**src/rtl/memtile_sched_ctrl.sv**
```systemverilog
// Dual-channel loop-nest schedule/address sequencer for a single memory tile.
// Each channel fires when the shared cycle counter matches its running schedule sum.
module memtile_sched_chan #(
  parameter int NUM_DIMS = 6,
  parameter int W        = 16
) (
  input  logic                  clk,
  input  logic                  rst_n,
  input  logic                  flush,
  input  logic                  clk_en,
  input  logic [W-1:0]          t,
  input  logic [3:0]            dimensionality,
  input  logic [NUM_DIMS*W-1:0] ranges,
  input  logic [W-1:0]          sched_start,
  input  logic [NUM_DIMS*W-1:0] sched_strides,
  input  logic [W-1:0]          addr_start,
  input  logic [NUM_DIMS*W-1:0] addr_strides,
  output logic                  fire,
  output logic [W-1:0]          addr,
  output logic                  done
);
  localparam logic [W-1:0] ZERO_W = {W{1'b0}};
  localparam logic [W-1:0] ONE_W  = {{(W-1){1'b0}}, 1'b1};

  logic [W-1:0] iter_r          [NUM_DIMS];
  logic [W-1:0] sched_off_r     [NUM_DIMS];
  logic [W-1:0] addr_off_r      [NUM_DIMS];
  logic [W-1:0] iter_nxt_s      [NUM_DIMS];
  logic [W-1:0] sched_off_nxt_s [NUM_DIMS];
  logic [W-1:0] addr_off_nxt_s  [NUM_DIMS];
  logic         done_r;
  logic [3:0]   dim_s;
  logic         enabled_s;
  logic         fire_s;
  logic         carry_s;
  logic         last_s;
  logic [W-1:0] sched_s;
  logic [W-1:0] addr_s;

  // Clamp depth and sum the per-dimension running offsets into S and A
  always_comb begin
    if (dimensionality > 4'(NUM_DIMS)) begin
      dim_s = 4'(NUM_DIMS);
    end else begin
      dim_s = dimensionality;
    end
    enabled_s = (dim_s != 4'd0);
    sched_s   = sched_start;
    addr_s    = addr_start;
    for (int d = 0; d < NUM_DIMS; d++) begin
      if (d < int'(dim_s)) begin
        sched_s = sched_s + sched_off_r[d];
        addr_s  = addr_s + addr_off_r[d];
      end else begin
        sched_s = sched_s;
        addr_s  = addr_s;
      end
    end
    // rst_n gating keeps strobes low while reset is held, even when t matches S
    fire_s = rst_n & ~flush & clk_en & enabled_s & ~done_r & (t == sched_s);
  end

  // Odometer advance: bump the innermost dimension, ripple wraps outward
  always_comb begin
    carry_s = 1'b1;
    for (int d = 0; d < NUM_DIMS; d++) begin
      iter_nxt_s[d]      = iter_r[d];
      sched_off_nxt_s[d] = sched_off_r[d];
      addr_off_nxt_s[d]  = addr_off_r[d];
      if (carry_s && (d < int'(dim_s))) begin
        if ((iter_r[d] + ONE_W) == ranges[d*W +: W]) begin
          iter_nxt_s[d]      = ZERO_W;
          sched_off_nxt_s[d] = ZERO_W;
          addr_off_nxt_s[d]  = ZERO_W;
        end else begin
          iter_nxt_s[d]      = iter_r[d] + ONE_W;
          sched_off_nxt_s[d] = sched_off_r[d] + sched_strides[d*W +: W];
          addr_off_nxt_s[d]  = addr_off_r[d] + addr_strides[d*W +: W];
          carry_s            = 1'b0;
        end
      end else begin
        carry_s = carry_s;
      end
    end
    last_s = carry_s & enabled_s;
  end

  // Iteration state: cleared by reset/flush, advanced only on fire
  always_ff @(posedge clk or negedge rst_n) begin
    if (!rst_n) begin
      for (int d = 0; d < NUM_DIMS; d++) begin
        iter_r[d]      <= ZERO_W;
        sched_off_r[d] <= ZERO_W;
        addr_off_r[d]  <= ZERO_W;
      end
      done_r <= 1'b0;
    end else if (flush) begin
      for (int d = 0; d < NUM_DIMS; d++) begin
        iter_r[d]      <= ZERO_W;
        sched_off_r[d] <= ZERO_W;
        addr_off_r[d]  <= ZERO_W;
      end
      done_r <= 1'b0;
    end else if (fire_s) begin
      for (int d = 0; d < NUM_DIMS; d++) begin
        iter_r[d]      <= iter_nxt_s[d];
        sched_off_r[d] <= sched_off_nxt_s[d];
        addr_off_r[d]  <= addr_off_nxt_s[d];
      end
      done_r <= last_s;
    end else begin
      for (int d = 0; d < NUM_DIMS; d++) begin
        iter_r[d]      <= iter_r[d];
        sched_off_r[d] <= sched_off_r[d];
        addr_off_r[d]  <= addr_off_r[d];
      end
      done_r <= done_r;
    end
  end

  assign fire = fire_s;
  assign addr = fire_s ? addr_s : ZERO_W;
  // A disabled channel reports done from cycle 0 without waiting for a fire
  assign done = done_r | (~enabled_s & rst_n & ~flush);
endmodule

module memtile_sched_ctrl #(
  parameter int NUM_DIMS = 6,
  parameter int W        = 16
) (
  input  logic                  clk,
  input  logic                  rst_n,
  input  logic                  flush,
  input  logic                  clk_en,
  input  logic [3:0]            wr_dimensionality,
  input  logic [NUM_DIMS*W-1:0] wr_ranges,
  input  logic [W-1:0]          wr_sched_start,
  input  logic [NUM_DIMS*W-1:0] wr_sched_strides,
  input  logic [W-1:0]          wr_addr_start,
  input  logic [NUM_DIMS*W-1:0] wr_addr_strides,
  input  logic [3:0]            rd_dimensionality,
  input  logic [NUM_DIMS*W-1:0] rd_ranges,
  input  logic [W-1:0]          rd_sched_start,
  input  logic [NUM_DIMS*W-1:0] rd_sched_strides,
  input  logic [W-1:0]          rd_addr_start,
  input  logic [NUM_DIMS*W-1:0] rd_addr_strides,
  output logic                  wen,
  output logic [W-1:0]          waddr,
  output logic                  ren,
  output logic [W-1:0]          raddr,
  output logic                  wr_done,
  output logic                  rd_done,
  output logic                  conflict
);
  localparam logic [W-1:0] ZERO_W = {W{1'b0}};
  localparam logic [W-1:0] ONE_W  = {{(W-1){1'b0}}, 1'b1};

  logic [W-1:0] t_r;
  logic         conflict_r;
  logic         wr_fire_s;
  logic         rd_fire_s;

  // Shared cycle counter, wraps modulo 2^W
  always_ff @(posedge clk or negedge rst_n) begin
    if (!rst_n) begin
      t_r <= ZERO_W;
    end else if (flush) begin
      t_r <= ZERO_W;
    end else if (clk_en) begin
      t_r <= t_r + ONE_W;
    end else begin
      t_r <= t_r;
    end
  end

  // Sticky single-port conflict flag
  always_ff @(posedge clk or negedge rst_n) begin
    if (!rst_n) begin
      conflict_r <= 1'b0;
    end else if (flush) begin
      conflict_r <= 1'b0;
    end else if (wr_fire_s && rd_fire_s) begin
      conflict_r <= 1'b1;
    end else begin
      conflict_r <= conflict_r;
    end
  end

  memtile_sched_chan #(.NUM_DIMS(NUM_DIMS), .W(W)) u_wr (
    .clk(clk), .rst_n(rst_n), .flush(flush), .clk_en(clk_en), .t(t_r),
    .dimensionality(wr_dimensionality), .ranges(wr_ranges),
    .sched_start(wr_sched_start), .sched_strides(wr_sched_strides),
    .addr_start(wr_addr_start), .addr_strides(wr_addr_strides),
    .fire(wr_fire_s), .addr(waddr), .done(wr_done)
  );

  memtile_sched_chan #(.NUM_DIMS(NUM_DIMS), .W(W)) u_rd (
    .clk(clk), .rst_n(rst_n), .flush(flush), .clk_en(clk_en), .t(t_r),
    .dimensionality(rd_dimensionality), .ranges(rd_ranges),
    .sched_start(rd_sched_start), .sched_strides(rd_sched_strides),
    .addr_start(rd_addr_start), .addr_strides(rd_addr_strides),
    .fire(rd_fire_s), .addr(raddr), .done(rd_done)
  );

  assign wen      = wr_fire_s;
  assign ren      = rd_fire_s;
  assign conflict = conflict_r;
endmodule
```
**config.mk**
```make
export PLATFORM = sky130hd
export DESIGN_NAME = memtile_sched_ctrl
export DESIGN_NICKNAME = d
export VERILOG_FILES = /design/src/rtl/memtile_sched_ctrl.sv
export SDC_FILE = /design/constraint.sdc
export NUM_CORES = 2
export LEC_CHECK = 0
export CORE_AREA = 10 10 346 348
export DETAILED_ROUTE_END_ITERATION = 8
export DIE_AREA = 0 0 356 358
export PLACE_DENSITY = 0.83
export SETUP_SLACK_MARGIN = 0.1
export SLEW_MARGIN = 0
export SYNTH_ARGS = -nofsm -noshare
export SYNTH_HDL_FRONTEND = slang
export SYNTH_SLANG_ARGS = --single-unit
```
**constraint.sdc**
```tcl
create_clock -name clk -period 22.1 [get_ports clk]
set_input_delay 5.525 -clock clk [delete_from_list [all_inputs] [get_ports clk]]
set_output_delay 5.525 -clock clk [all_outputs]
set_load 0.02 [all_outputs]
```
==> summary.md <==
| Metric | Value |
|---|---|
| Area leader, netlist | `dfrtp_1` |
| Largest net degree at the start of global routing | `149` |
| Hold Crit Class | `flip-flop to flip-flop` |
| DR WL/cell | `22.4 um` |
| Switching Power | `0.00273 W` |
| Drc violations | `0` |
| Synth Register Bits | `595` |
| Crit path top cell by count | `ha_1` |
| Antenna viol nets, final | `0` |
| Rows | `123` |
| PnR Total Power | `0.00622 W` |
| CP endpoint kind | `primary output` |
| DIE AREA | `127000 sq um` |
| Critical path fanouts, max | `18` |
| Setup TNS | `0 ps` |
| Leak | `37.1 nW` |
| Yosys warning count | `0` |
| H-tree level count | `3` |
| Peak Freq | `46.4 MHz` |
| Via count | `68200` |
| Endpoints failing setup | `0` |
| Comb pwr share | `59.1%` |
| GRT Total Usage | `36.3%` |
| Setup CP Type | `input port to primary output` |
| Starting Density | `59.9%` |
| Dpl cells | `10600` |
| Core Region | `112000 sq um` |
| CP required | `16580 ps` |
| Vias in the first global route | `67100` |
| Initial antenna violation count | `88` |
| DRT iter0 DRCs | `5211` |
| Register area share after synthesis | `22.1%` |
| Layout cell share with drive strength beyond 1 | `8.88%` |
| I/O pins | `689` |
| Top cells by area, synth | `dfrtp_1, ha_1, xnor2_1` |
| PwrDens | `77.2 nW/um^2` |
| Number of max-cap violations | `0` |
| Synth unique cells | `111` |
| Rel. slew slack | `13.2%` |
| Fin crit share | `97.5%` |
| Clock power frac | `21.4%` |
| DR vias/cell | `6.30` |
| Crit start category | `input port` |
| Cell-internal power | `0.00348 W` |
| Final Net Count | `10700` |
| Tmin final | `21550 ps` |
| Pre-Repair DR Iteration Count | `8` |
| RSZ-0062 raised after global routing | `no` |
| Die W | `356 um` |
| Hold-fix buffers at CTS | `0` |
| Status | `finished, final reports clean` |
| Non-filler instance count after layout | `10800` |
| Async set or reset register ratio after synthesis | `100%` |
| Gate Count Post-Synth | `8401` |
| Final Hold Vio Count | `0` |
| Max Root-Sink Buffers | `3` |
| Synthesized area per cell | `8.01 sq um` |
| Switching portion of total power | `44.0%` |
| First-pass GRT wire length | `371000 um` |
| Wirelength, routed | `243000 um` |
| Filler cell count | `8957` |
| Post-DP HPWL | `192000 um` |
| Cell with the most instances after synthesis | `nand2_1` |
| Synth Net Count | `9852` |
| Prevailing post-synth register cell | `dfrtp_1` |
| Skew-Pair Late Insertion Delay | `700 ps` |
| Share of the synthesized area in the top cell type | `22.1%` |
| Number of synthesized flops with an enable pin | `0` |
| Commonest cells in the netlist | `nand2_1, ha_1, nor2_1, a21oi_1, dfrtp_1` |
| CTS Root Cell | `clkbuf_16` |
| P&R area growth vs syn | `19.7%` |
| Sequential Power Share | `19.5%` |
| Synthesized cell area | `67300 sq um` |
| Final Skew | `37.6 ps` |
| CTS clock-pin slew for the worst setup and hold paths | `60 ps` |
| Worst-Margin Slew | `1290 ps` |
| GPL Wtd Cong | `1.01` |
| Congestion Overflow GR | `0` |
| Max stage delay cell, worst path | `or4_4` |
| CTS tree | `yes` |
| CTS sink count | `595` |
| CP arrival | `16020 ps` |
| Worst IR drop on VDD | `0.129 mV` |
| Slowest stage delay, CP | `530 ps` |
| Final-report max-slew violation count | `0` |
| Number of buffers created by CTS | `77` |
| Die height | `358 um` |
| Port Buf Inserts | `688` |
-- power groups by stage --
stage                     clock, W  sequential (W)  combinational [W]
final                      0.00133         0.00122            0.00367
after global placement           0         0.00123            0.00342
after CTS                  0.00134         0.00121            0.00355
after floorplan                  0         0.00120            0.00226
after detailed placement         0         0.00123            0.00351
after global routing       0.00138         0.00122            0.00394
-- path summary, 6_finish.rpt --
kind	end	slack [ps]	from	cells after the start
worst min-delay path	u_wr.addr_off_r[95]	510	u_wr.addr_off_r[95]	1
worst min register to register	u_wr.addr_off_r[95]	510	u_wr.addr_off_r[95]	1
min in group asynchronous	u_rd.iter_r[56]	4810	rst_n	1
worst max register to register	u_rd.iter_r[85]	10420	u_rd.sched_off_r[80]	47
worst max-delay path	raddr[1]	550	rd_sched_start[2]	46
max in group asynchronous	u_wr.sched_off_r[77]	13670	rst_n	5
-- kinds of logic after synthesis --
logic type	share of synthesized area, %
adders and majority gates	15.4
muxes	2.31
DFF	22.1
AOI/OAI and AO/OA	24.4
xor gates and xnor gates	12.5
and+or+nand+nor	19.1
buffers and inverters	4.22
-- worst max-delay path, delay by kind of cell --
kind | cells | cell delay [ps]
multiplexers | 1 | 300
AO/OA/AOI/OAI | 20 | 3830
AND/OR/NAND/NOR | 12 | 3240
buffers and inverters | 7 | 1240
adder cells (fa/ha/maj) | 6 | 1830
-- flip-flops by register name, indices dropped and copies added, names as in the netlist --
name and flops:
conflict 1, t_r 16, u_rd.addr_off_r 96, u_rd.done_r 1, u_rd.iter_r 96, u_rd.sched_off_r 96, u_wr.addr_off_r 96, u_wr.done_r 1
u_wr.iter_r 96, u_wr.sched_off_r 96
-- layer usage --
metal  share of wire [%]  GRT usage [%]  vias up  wire length, um
met1                  37           40.2    32400            89900
met4                 8.4           27.5       58            20400
met3                 7.4           7.79      832            18100
li1                    -              -    32100                -
met5                0.15              0        -              371
met2                  47           61.1     2801           114000
-- per-stage QoR --
step | instance area, sq um | setup slack, ps | hold WS [ps] | utilization, %
floorplan | 67300 | 265 | 462 | -
global placement | 77600 | -299 | 480 | 69.0
detailed placement | 77600 | -477 | 493 | 69.0
CTS | 80200 | 108 | 503 | 71.4
global route | 80500 | 55.4 | 539 | 71.7
finish | 80500 | 555 | 506 | 71.7
-- cell usage in the layout (no fill, tap or decap), drive strengths merged, types with 283 or more instances in the layout --
cell,netlist,routed
nand3,283,283
dfrtp,595,595
a21oi,610,610
o21ai,611,611
buf,76,351
nand2,878,878
xnor2,585,585
nor2,652,652
ha,751,751
clkdlybuf4s50,0,651
inv,418,424
xor2,348,348
-- cell type report --
cell class                 instances  area (sq um)  area share (%)
multi-input combinational       7081         50000            62.1
sequential                       595         14900            18.5
timing repair buffer            1032          9370            11.6
clock buffer                     100          2150            2.68
tap                             1500          1880            2.33
inverter                         419          1570            1.95
clock inverter                    42           459           0.570
antenna                           64           160           0.199
-- what timing repair did --
action | CTS | global route
hold endpoints to repair | 0 | 0
endpoints found under the setup margin | 34 | 34
gates resized for setup | 48 | 144
buffers inserted | 1 | 4
pin swaps | 1 | 21
Power figures use the tool's default switching activity.
